## src/rtl/store_buffer.sv

```systemverilog
// Posted-write store buffer in front of a single-ported data memory.
// Converts stores to byte-lane codes, drains one per idle memory cycle and stalls same-word loads.
module store_buffer #(
    parameter int DEPTH = 4,
    parameter int AW    = 2
) (
    input  logic        clk,
    input  logic        reset,
    input  logic        St_Req,
    input  logic [1:0]  St_Type,
    input  logic [31:0] St_Addr,
    input  logic [31:0] St_Data,
    output logic        St_Stall,
    output logic        AdES,
    input  logic        Ld_Req,
    input  logic [31:0] Ld_Addr,
    output logic        Ld_Stall,
    output logic [31:0] DM_Addr,
    output logic [3:0]  DM_Bit_Type,
    output logic [31:0] DM_WriteData,
    output logic        DM_WriteEnabled,
    output logic        Empty,
    output logic [AW:0] Count
);

    localparam logic [AW:0] FULL_COUNT = (AW+1)'(DEPTH);
    localparam logic [1:0]  ST_SW      = 2'b00;
    localparam logic [1:0]  ST_SH      = 2'b01;
    localparam logic [1:0]  ST_SB      = 2'b10;

    logic [31:0]   addr_q [DEPTH];
    logic [3:0]    bt_q   [DEPTH];
    logic [31:0]   data_q [DEPTH];

    logic [AW-1:0] head_q, head_d;
    logic [AW-1:0] tail_q, tail_d;
    logic [AW:0]   count_q, count_d;

    logic          valid_type;
    logic          misaligned;
    logic          st_ok;
    logic          ld_match;
    logic          ld_hazard;
    logic          drain;
    logic          enq;
    logic [3:0]    st_bit_type;
    logic [AW-1:0] rel;
    logic          ld_addr_unused;

    assign ld_addr_unused = ^{Ld_Addr[31:13], Ld_Addr[1:0]};

    assign valid_type = (St_Type != 2'b11);
    assign misaligned = ((St_Type == ST_SW) && (St_Addr[1:0] != 2'b00)) ||
                        ((St_Type == ST_SH) && St_Addr[0]);
    assign st_ok      = St_Req && valid_type && !misaligned;

    always_comb begin
        // NOTE: every always_comb output gets a default first so no path leaves it unassigned (no latch).
        st_bit_type = 4'b0000;
        case (St_Type)
            ST_SW:   st_bit_type = 4'b1111;
            ST_SH:   st_bit_type = St_Addr[1] ? 4'b1100 : 4'b0011;
            ST_SB:   st_bit_type = 4'b0001 << St_Addr[1:0];
            default: st_bit_type = 4'b0000;
        endcase
    end

    // An entry is live when its distance from head (mod DEPTH) is below the count.
    always_comb begin
        ld_match = 1'b0;
        rel      = '0;
        for (int i = 0; i < DEPTH; i++) begin
            rel = AW'(i) - head_q;
            if (({1'b0, rel} < count_q) && (addr_q[i][12:2] == Ld_Addr[12:2])) begin
                ld_match = 1'b1;
            end
        end
    end

    assign ld_hazard = Ld_Req && ld_match;
    assign drain     = !reset && (count_q != '0) && (!Ld_Req || ld_hazard);
    assign enq       = !reset && st_ok && ((count_q != FULL_COUNT) || drain);

    assign St_Stall        = !reset && st_ok && (count_q == FULL_COUNT) && !drain;
    assign AdES            = !reset && St_Req && misaligned;
    assign Ld_Stall        = !reset && ld_hazard;
    assign DM_WriteEnabled = drain;
    assign DM_Addr         = addr_q[head_q];
    assign DM_Bit_Type     = bt_q[head_q];
    assign DM_WriteData    = data_q[head_q];
    assign Empty           = (count_q == '0);
    assign Count           = count_q;

    always_comb begin
        head_d  = head_q;
        tail_d  = tail_q;
        count_d = count_q;
        if (drain) begin
            head_d = head_q + AW'(1);
        end
        if (enq) begin
            tail_d = tail_q + AW'(1);
        end
        if (enq && !drain) begin
            count_d = count_q + (AW+1)'(1);
        end else if (!enq && drain) begin
            count_d = count_q - (AW+1)'(1);
        end
    end

    // NOTE: sequential state is assigned with <= so every flop samples pre-edge values.
    always_ff @(posedge clk) begin
        if (reset) begin
            head_q  <= '0;
            tail_q  <= '0;
            count_q <= '0;
        end else begin
            head_q  <= head_d;
            tail_q  <= tail_d;
            count_q <= count_d;
        end
    end

    // NOTE: entry storage is not reset; validity comes solely from head/count.
    always_ff @(posedge clk) begin
        if (enq) begin
            addr_q[tail_q] <= St_Addr;
            bt_q[tail_q]   <= st_bit_type;
            data_q[tail_q] <= St_Data;
        end
    end

endmodule

```

## config.mk

```make
export PLATFORM = sky130hd
export DESIGN_NAME = store_buffer
export DESIGN_NICKNAME = d
export VERILOG_FILES = /design/src/rtl/store_buffer.sv
export SDC_FILE = /design/constraint.sdc
export NUM_CORES = 1
export LEC_CHECK = 0
export ABC_AREA = 1
export CORE_MARGIN = 4
export CORE_UTILIZATION = 30
export DETAILED_ROUTE_END_ITERATION = 10
export GPL_TIMING_DRIVEN = 0
export HOLD_SLACK_MARGIN = 0.03
export SYNTH_ARGS = -nofsm -noshare
export SYNTH_HDL_FRONTEND = slang
export SYNTH_SLANG_ARGS = --single-unit
```

## constraint.sdc

```tcl
create_clock -name clk -period 5 [get_ports clk]
set_input_delay 0.5 -clock clk [delete_from_list [all_inputs] [get_ports clk]]
set_output_delay 0.5 -clock clk [all_outputs]
set_load 0.02 [all_outputs]
```

After elaboration in Yosys (flattened, before gate mapping):

Memories as Yosys holds them, arrays and structs flattened. A register that Yosys moved wholly into a read port is not among the register bits.
Index checks and enable logic that the tools add are counted.

* add/sub/neg operators: 8
* equal/unequal tests: 9
* shifts and indexed selects: 1
* reduce and logical (&&, ||, !) cells: 33
* multiplexer cells: 16
* magnitude comparators: 4

Operators by type and width (number)
* 11-bit == test: 4
* 1-bit logical AND: 20
* 2-bit by 3-bit less-than comparator with 1-bit output: 4
* 2-bit 2-to-1 mux: 6
* 4-bit case mux with 3 select lines: 1
* 1-bit 2-to-1 mux: 6
* 3-bit 2-to-1 mux: 2
* 1-bit logical NOT: 5
* 2-bit by 1-bit adder with 2-bit output (second input constant): 2
* 4-bit 2-to-1 mux: 1
* 2-bit nonzero test: 2
* 1-bit by 2-bit left shift with 4-bit output (first input constant): 1
* 1-bit by 2-bit subtractor with 2-bit output (first input constant): 2
* 2-bit subtractor (first input constant): 2
* 3-bit by 1-bit adder with 3-bit output (second input constant): 1
* 3-bit == test (second input constant): 1
* 3-bit logical NOT: 1
* 1-bit logical OR: 3
* 3-bit != test (second input constant): 1
* 3-bit nonzero test: 1
* 3-bit by 1-bit subtractor with 3-bit output (second input constant): 1
* 2-bit by 1-bit == test with 1-bit output (second input constant): 1
* 2-bit == test (second input constant): 1
* 2-bit logical NOT: 1
* 2-bit != test (second input constant): 1

* memories: 3
* output and inout port bits: 76
* register bits: 7
* bits in writable memories: 272

Memory list
* addr_q: words 4, bits a word 32, rd ports 5, clocked after memory_dff 1, wr ports 1, line 31 `logic [31:0] addr_q [DEPTH];`
* data_q: words 4, bits a word 32, rd ports 1, clocked after memory_dff 1, wr ports 1, line 33 `logic [31:0] data_q [DEPTH];`
* bt_q: words 4, bits a word 4, rd ports 1, clocked after memory_dff 1, wr ports 1, line 32 `logic [3:0] bt_q [DEPTH];`

Depth between registers and ports, before layout:

Gate-level depths: netlist of run 1.

* depth after elaboration: 16
* gate-level depth with buffers: 23
* gate-level depth less buffers: 22

Worst setup path after synthesis of run 1:

No wires, ideal clock.

* path kind: register -> register
* start: register count_q[1], in the netlist Count[1]
* end: memory addr_q[0][0], enable pin
* period minus slack after synthesis: 5.055 ns
* arrival: 4.561 ns
* cell stages (with the launch flop): 15
* library setup time: 0.494 ns
* path slack: -0.055 ns
* cell sequence: dfxtp_1 -> inv_1 -> ha_1 -> inv_1 -> a21oi_1 -> nor2_1 -> nor2_1 -> nand2_1 -> nand2_1 -> nor2_2 -> nand2_2 -> nand2_4 -> nand2_4 -> nand2_2 -> nor2_1

* cells in the longest elaborated chain, start to end: 13
* elaborated cells on any way between the ends: 22

RTL lines
* start, declared: line 37 `logic [AW:0] count_q, count_d;`
* start signal, assigned: line 120 `count_q <= count_d;`
* 2-bit by 3-bit less-than comparator with 1-bit output: line 74 `if (({1'b0, rel} < count_q) && (addr_q[i][12:2] == Ld_Addr[12:2])) begin`
* 1-bit logical AND: line 74
* 1-bit 2-to-1 mux (4 in a row): line 74
* 1-bit logical AND: line 80 `assign ld_hazard = Ld_Req && ld_match;`
* 1-bit logical OR: line 81 `assign drain = !reset && (count_q != '0) && (!Ld_Req || ld_hazard);`
* 1-bit logical AND: line 81
* 1-bit logical OR *: line 82 `assign enq = !reset && st_ok && ((count_q != FULL_COUNT) || drain);`
* 1-bit logical AND *: line 82
* 1-bit 2-to-1 mux *: line 126 `if (enq) begin`
* 1-bit 2-to-1 mux (implied by the code) *: line 127 `addr_q[tail_q] <= St_Addr;`
* end, declared: line 31

Mark *: on every way between the ends. The rest lies on a longest branch, timed or not.

==> impl_metrics.tcl, run 1 <==
set metrics [dict create \
    status "completed" \
    fmax_ghz 0.256 \
    synth_top_area_share 0.712 \
    coreArea_sq_um 37700 \
    ys_types 25 \
    post-synth-top-count-cell "edfxtp_1" \
    die_x_um 204 \
    path_common_cell "clkbuf_1" \
    drt-pass1-iter-count 5 \
    die_h_um 204 \
    syn_inst 963 \
    htree_levels 1 \
    cts_buffers 31 \
    critPathMaxStageDelay_ns 0.67 \
    synth_mux_area_frac 0 \
    instances_no_fill 1690 \
    crit_chain "clkinv_1 -> clkbuf_1 -> clkbuf_1 -> nor2_1 -> o22ai_1 -> clkdlybuf4s50_1" \
    hold_violations 0 \
    clock_sinks 281 \
    period_minus_slack_ns 3.91 \
    cp_slowest_cell "clkdlybuf4s50_1" \
    powerDensity_nw_per_um2 408 \
    cts_root_buffer "clkbuf_16" \
    grt_pass1_wl_mm 45.4 \
    antenna_left 0 \
    path_buf_inv 4 \
    placed_area_sq_um 13800 \
    overflow 0 \
    syn_to_final_growth_pct 29.0 \
    post-dp-hpwl_mm 20.2 \
    nNetsFinal 1270 \
    finalSetupViolCount 0 \
    crit_required_ns 4.50 \
    synthFlopType "edfxtp_1" \
    endpoint_kind "output pin" \
    cts_buffer_depth 3 \
    max_slew_margin 0.428 \
    synthSimpleGateAreaFrac 0.106 \
    port_buffers 154 \
    syn_nets 1075 \
    rows 71 \
    layout-drive-gt1-share 0.0534 \
    ios 178 \
    avgRoutedWirePerCell_um 18.3 \
    drc 0 \
    clk_latency_ns 0.56 \
    ys_ff_latch 281 \
    ys_top_cells_by_area "edfxtp_1 71%, o21ai_0 5.9%, nor2_1 5.3%, nand2_1 4.5%, o22ai_1 3.3%" \
    cts_hold_buf 0 \
    cts_tree "done" \
    synth_async_sr_flop_share 0 \
    crit_type "reg -> out" \
    synth-seq-area-share 0.728 \
    setup_tns_ns 0 \
    gp_congestion 0.832 \
    yosys-top-cells-count "272 x edfxtp_1, 161 x nor2_1, 138 x nand2_1, 135 x o21ai_0, 64 x inv_1" \
    rsz0062_at_grt "false" \
    synth_xor_area_frac 0.00992 \
    tightestPinTransition_ns 0.856 \
    path_delay_family "buffers and inverters" \
    cp-start-kind "register" \
    antenna_found_initial 3 \
    synth_top_family_by_area "compound AO/OA/AOI/OAI gates" \
    synth_fa_ha_area_frac 0.0116 \
    drtIter0Drc 473 \
    post_cts_buffers 0 \
    cellLeakagePower_nw 5.21 \
    drv_slew 0 \
    initial_utilization 0.305 \
    routed-via-count 7954 \
    diodes 0 \
    clk_pin_slew_ns 0.06 \
    worstPathArrival_ns 3.41 \
    yosysWarningCount 0 \
    synth_largest_area_cell "edfxtp_1" \
    wl_mm 30.9 \
    dpl.cell_count 1636 \
    synth_compound_area_frac 0.107 \
    irDropWorstVdd_mv 0.249 \
    max_cap_viol_count 0 \
    grt_util_all_layers 0.142 \
    whs_ns 0.546 \
    skew_ns 0.0154 \
    vias_per_cell 4.71 \
    design.die.area_sq_um 41400 \
    hold_path_class "reg -> reg" \
    grt_max_degree 29 \
    post_cts_resized 0 \
    post-route-util 0.393 \
    design_area_sq_um 14800 \
    fin_crit_sh 0.783 \
    grt_pass1_vias 7759 \
    syn-cell-area_sq_um 11500 \
    synth-edff-count 272 \
    syn_area_per_cell_sq_um 11.9 \
    critPathMaxFanout 10 \
]
[report_power, final]
part	switching (mW)	internal [mW]	leakage (nW)
Sequential	0.0284	2.64	2.53
Clock	0.891	1.28	0.461
Combinational	0.747	0.456	2.22
Total	1.67	4.37	5.21
[worst paths after layout]
check                               from                       to  slack (ns)  depth (start not counted)
setup / recovery                register              DM_Addr[21]        1.09                          6
hold / removal    tail_q[1]$_SDFFE_PP0P_   tail_q[1]$_SDFFE_PP0P_        0.55                          2
setup reg to reg   Count[1]$_SDFFE_PP0P_  data_q[0][13]$_DFFE_PP_        1.81                         15
hold reg to reg   tail_q[1]$_SDFFE_PP0P_   tail_q[1]$_SDFFE_PP0P_        0.55                          2
[metrics by stage]
stage / power [mW] / worst slack (ns)
floorplan: 3.31 / -0.0549
global placement: 3.92 / -3.22
detailed placement: 3.93 / 1.40
CTS: 6.12 / 0.929
global route: 6.30 / 0.846
finish: 6.04 / 1.09
[worst register-to-register path, delay by kind of cell (launching register included)]
kind	cells	cell delay, ns
adder cells (fa/ha/maj)	1	0.33
flip-flops	1	0.44
AND/OR/NAND/NOR	10	1.44
AO/OA/AOI/OAI	1	0.13
buffers and inverters	3	0.50
[cell families (layout without fill, tap and decap cells)]
group / after synthesis / after routing
buffers and inverters: 114 / 330
AND/OR/NAND/NOR: 315 / 315
adder cells (fa/ha/maj): 10 / 10
AO/OA/AOI/OAI: 230 / 230
XOR/XNOR: 13 / 13
flip-flops: 281 / 281
[cells in the final DEF (no fill, tap or decap), types with 2 or more instances in the layout]
master / instances
edfxtp_1: 272
nor2_1: 157
clkdlybuf4s50_1: 154
nand2_1: 138
o21ai_0: 135
inv_1: 64
o22ai_1: 60
clkbuf_1: 48
a21oi_1: 35
clkbuf_16: 31
xnor2_1: 10
dfxtp_1: 9
clkinv_1: 9
ha_1: 9
nand3_1: 8
buf_12: 8
inv_2: 4
nor2_4: 4
xor2_1: 3
clkinv_2: 3
bufinv_16: 3
nand2_2: 2
nor3_1: 2
nand2_4: 2
[cell type report]
type                            count  area (sq um)
Clock buffer                       38           802
Inverter                           69           259
Multi-Input combinational cell    568          2720
Sequential cell                   281          8350
Tap cell                          511           639
Fill cell                        3640         22900
Timing Repair Buffer              162          1700
Buffer                             45           175
Clock inverter                     16           151
[routing by layer]
metal	global-route usage	wire length, um	up-vias
li1	-	-	3789
met1	0.190	13600	3884
met2	0.240	14800	231
met3	0.0291	1880	44
met4	0.0359	504	6
met5	0	34	-
[flip-flops by register name, indices dropped and copies added (netlist names), named ones only]
name	flops
data_q	128
Count	3
addr_q	128
head_q	2
bt_q	16
tail_q	2
No activity file was read; power rests on OpenSTA's default activity.
==> run 2, diff against run 1 <==
Clock period 5 ns to 3.7 ns, I/O delays scaled along.
==> run 2 against run 1 <==
Compared with the run above: register-to-register slack worse by 1.4 ns; routed wire length is 2.0% lower; via count decreased by 1.7%; non-clock buffer count unchanged; die area stayed put; critical endpoint is now DM_Addr[23]; largest cell class unchanged; sequential cell count unchanged; critical path depth unchanged; global-route usage is 0.28 points lower; clock skew shrank 0.0043 ns; critical path type unchanged; count of clock-buffer cells in the layout shrank 4.
==> impl_metrics.tcl, run 2 (synthesis results as in run 1) <==
set metrics [dict create \
    cp-start-kind "register" \
    finalSetupViolCount 0 \
    skew_ns 0.0111 \
    pwr-share-clk 0.380 \
    hold_path_class "in -> reg" \
    critPathMaxFanout 10 \
    syn_to_final_growth_pct 30.2 \
    rsz0062_at_grt "false" \
    port_buffers 154 \
    p_switching_mw 2.29 \
    cts_root_buffer "clkbuf_16" \
    grt_util_all_layers 0.140 \
    antenna_found_initial 3 \
    fin_ws_ns 0.238 \
    avgRoutedWirePerCell_um 17.9 \
    fin_crit_sh 0.936 \
    layout-drive-gt1-share 0.0659 \
    whs_ns 0.441 \
    mostFrequentLayoutCell "edfxtp_1" \
    nNetsFinal 1270 \
    clk_pin_slew_ns 0.06 \
    grt_max_degree 29 \
    p_comb_frac 0.192 \
    clock_sinks 281 \
    hold_violations 0 \
    ios 178 \
    tightestPinTransition_ns 0.913 \
    grt_pass1_wl_mm 44.8 \
    post-place-ws_ns 0.186 \
    endpoint_kind "output pin" \
    powerDensity_nw_per_um2 563 \
    cts_hold_buf 0 \
    clk_latency_ns 0.56 \
    crit_type "reg -> out" \
    cts_buffer_depth 3 \
    coreArea_sq_um 37700 \
    overflow 0 \
    status "completed" \
    post-dp-hpwl_mm 20.3 \
    wl_mm 30.3 \
    cts_tree "done" \
    post-route-util 0.397 \
    gp_congestion 0.843 \
    final_cell_mix "272 x edfxtp_1, 157 x nor2_1, 153 x clkdlybuf4s50_1, 138 x nand2_1, 135 x o21ai_0" \
    grt_pass1_vias 7745 \
    drv_slew 0 \
    fmax_ghz 0.289 \
    crit_required_ns 3.33 \
    internal_power_mw 6.13 \
    max_slew_margin 0.390 \
    cellLeakagePower_nw 5.31 \
    p_seq_frac 0.428 \
    rows 71 \
    design.die.area_sq_um 41400 \
    p_sw_frac 0.272 \
    period_minus_slack_ns 3.46 \
    setup_tns_ns 0 \
    die_h_um 204 \
    reg_top3 "addr_q: 128 flops, data_q: 128 flops, bt_q: 16 flops" \
    die_x_um 204 \
    routed-via-count 7818 \
    irDropWorstVdd_mv 0.353 \
    drc 0 \
    cts_buffers 31 \
    htree_levels 1 \
    worstPathArrival_ns 3.09 \
    initial_utilization 0.305 \
    vias_per_cell 4.62 \
    max_cap_viol_count 0 \
    diodes 0 \
    antenna_left 0 \
    drt-pass1-iter-count 5 \
    drtIter0Drc 437 \
]
run 2: area by class of cell:
class / instances / area (sq um)
Buffer: 44 / 175
Clock buffer: 34 / 787
Clock inverter: 24 / 277
Fill cell: 3662 / 22700
Inverter: 69 / 263
Multi-Input combinational cell: 568 / 2720
Sequential cell: 281 / 8350
Tap cell: 511 / 639
Timing Repair Buffer: 163 / 1730
run 2: critical path: stages, from the launching register on:
cell and delay, ns:
dfxtp_1 0.46, inv_1 0.18, clkbuf_2 0.37, clkbuf_1 0.46
o21ai_0 0.17, o22ai_1 0.24, clkdlybuf4s50_1 0.66
run 2: routing by layer:
layer	vias to the layer above	track usage	wire, um
met5	-	0	54
met4	6	0.0378	701
met3	54	0.0289	2140
met2	255	0.235	14500
met1	3712	0.185	12800
li1	3791	-	-
run 2: worst paths after layout:
check	slack, ns	end	startpoint	cells after the start
max	0.24	DM_Addr[23]	register	6
min	0.44	addr_q[2][28]$_DFFE_PP_	St_Addr[28]	1
max reg2reg	0.45	data_q[0][8]$_DFFE_PP_	head_q[0]$_SDFFE_PP0N_	15
min reg2reg	0.54	tail_q[1]$_SDFFE_PP0P_	tail_q[1]$_SDFFE_PP0P_	2
run 2: what timing repair did:
action,4_1_cts,5_1_grt
gates resized for setup,1,6
endpoints found under the hold margin,0,0
buffers inserted,0,0
setup endpoints to repair,50,10
run 2: through the flow:
step,power [mW],instance area (sq um),cells
global route,8.77,14900,1694
finish,8.42,14900,1694
global placement,5.29,13700,1628
CTS,8.52,14900,1694
detailed placement,5.31,13900,1637
floorplan,4.48,11500,963
run 2: power groups by stage:
stage,combinational [mW],sequential (mW),clock [mW]
global placement,1.62,3.67,0
floorplan,0.807,3.67,0
detailed placement,1.65,3.67,0
CTS,1.65,3.60,3.27
global route,1.76,3.61,3.41
finish,1.62,3.60,3.20
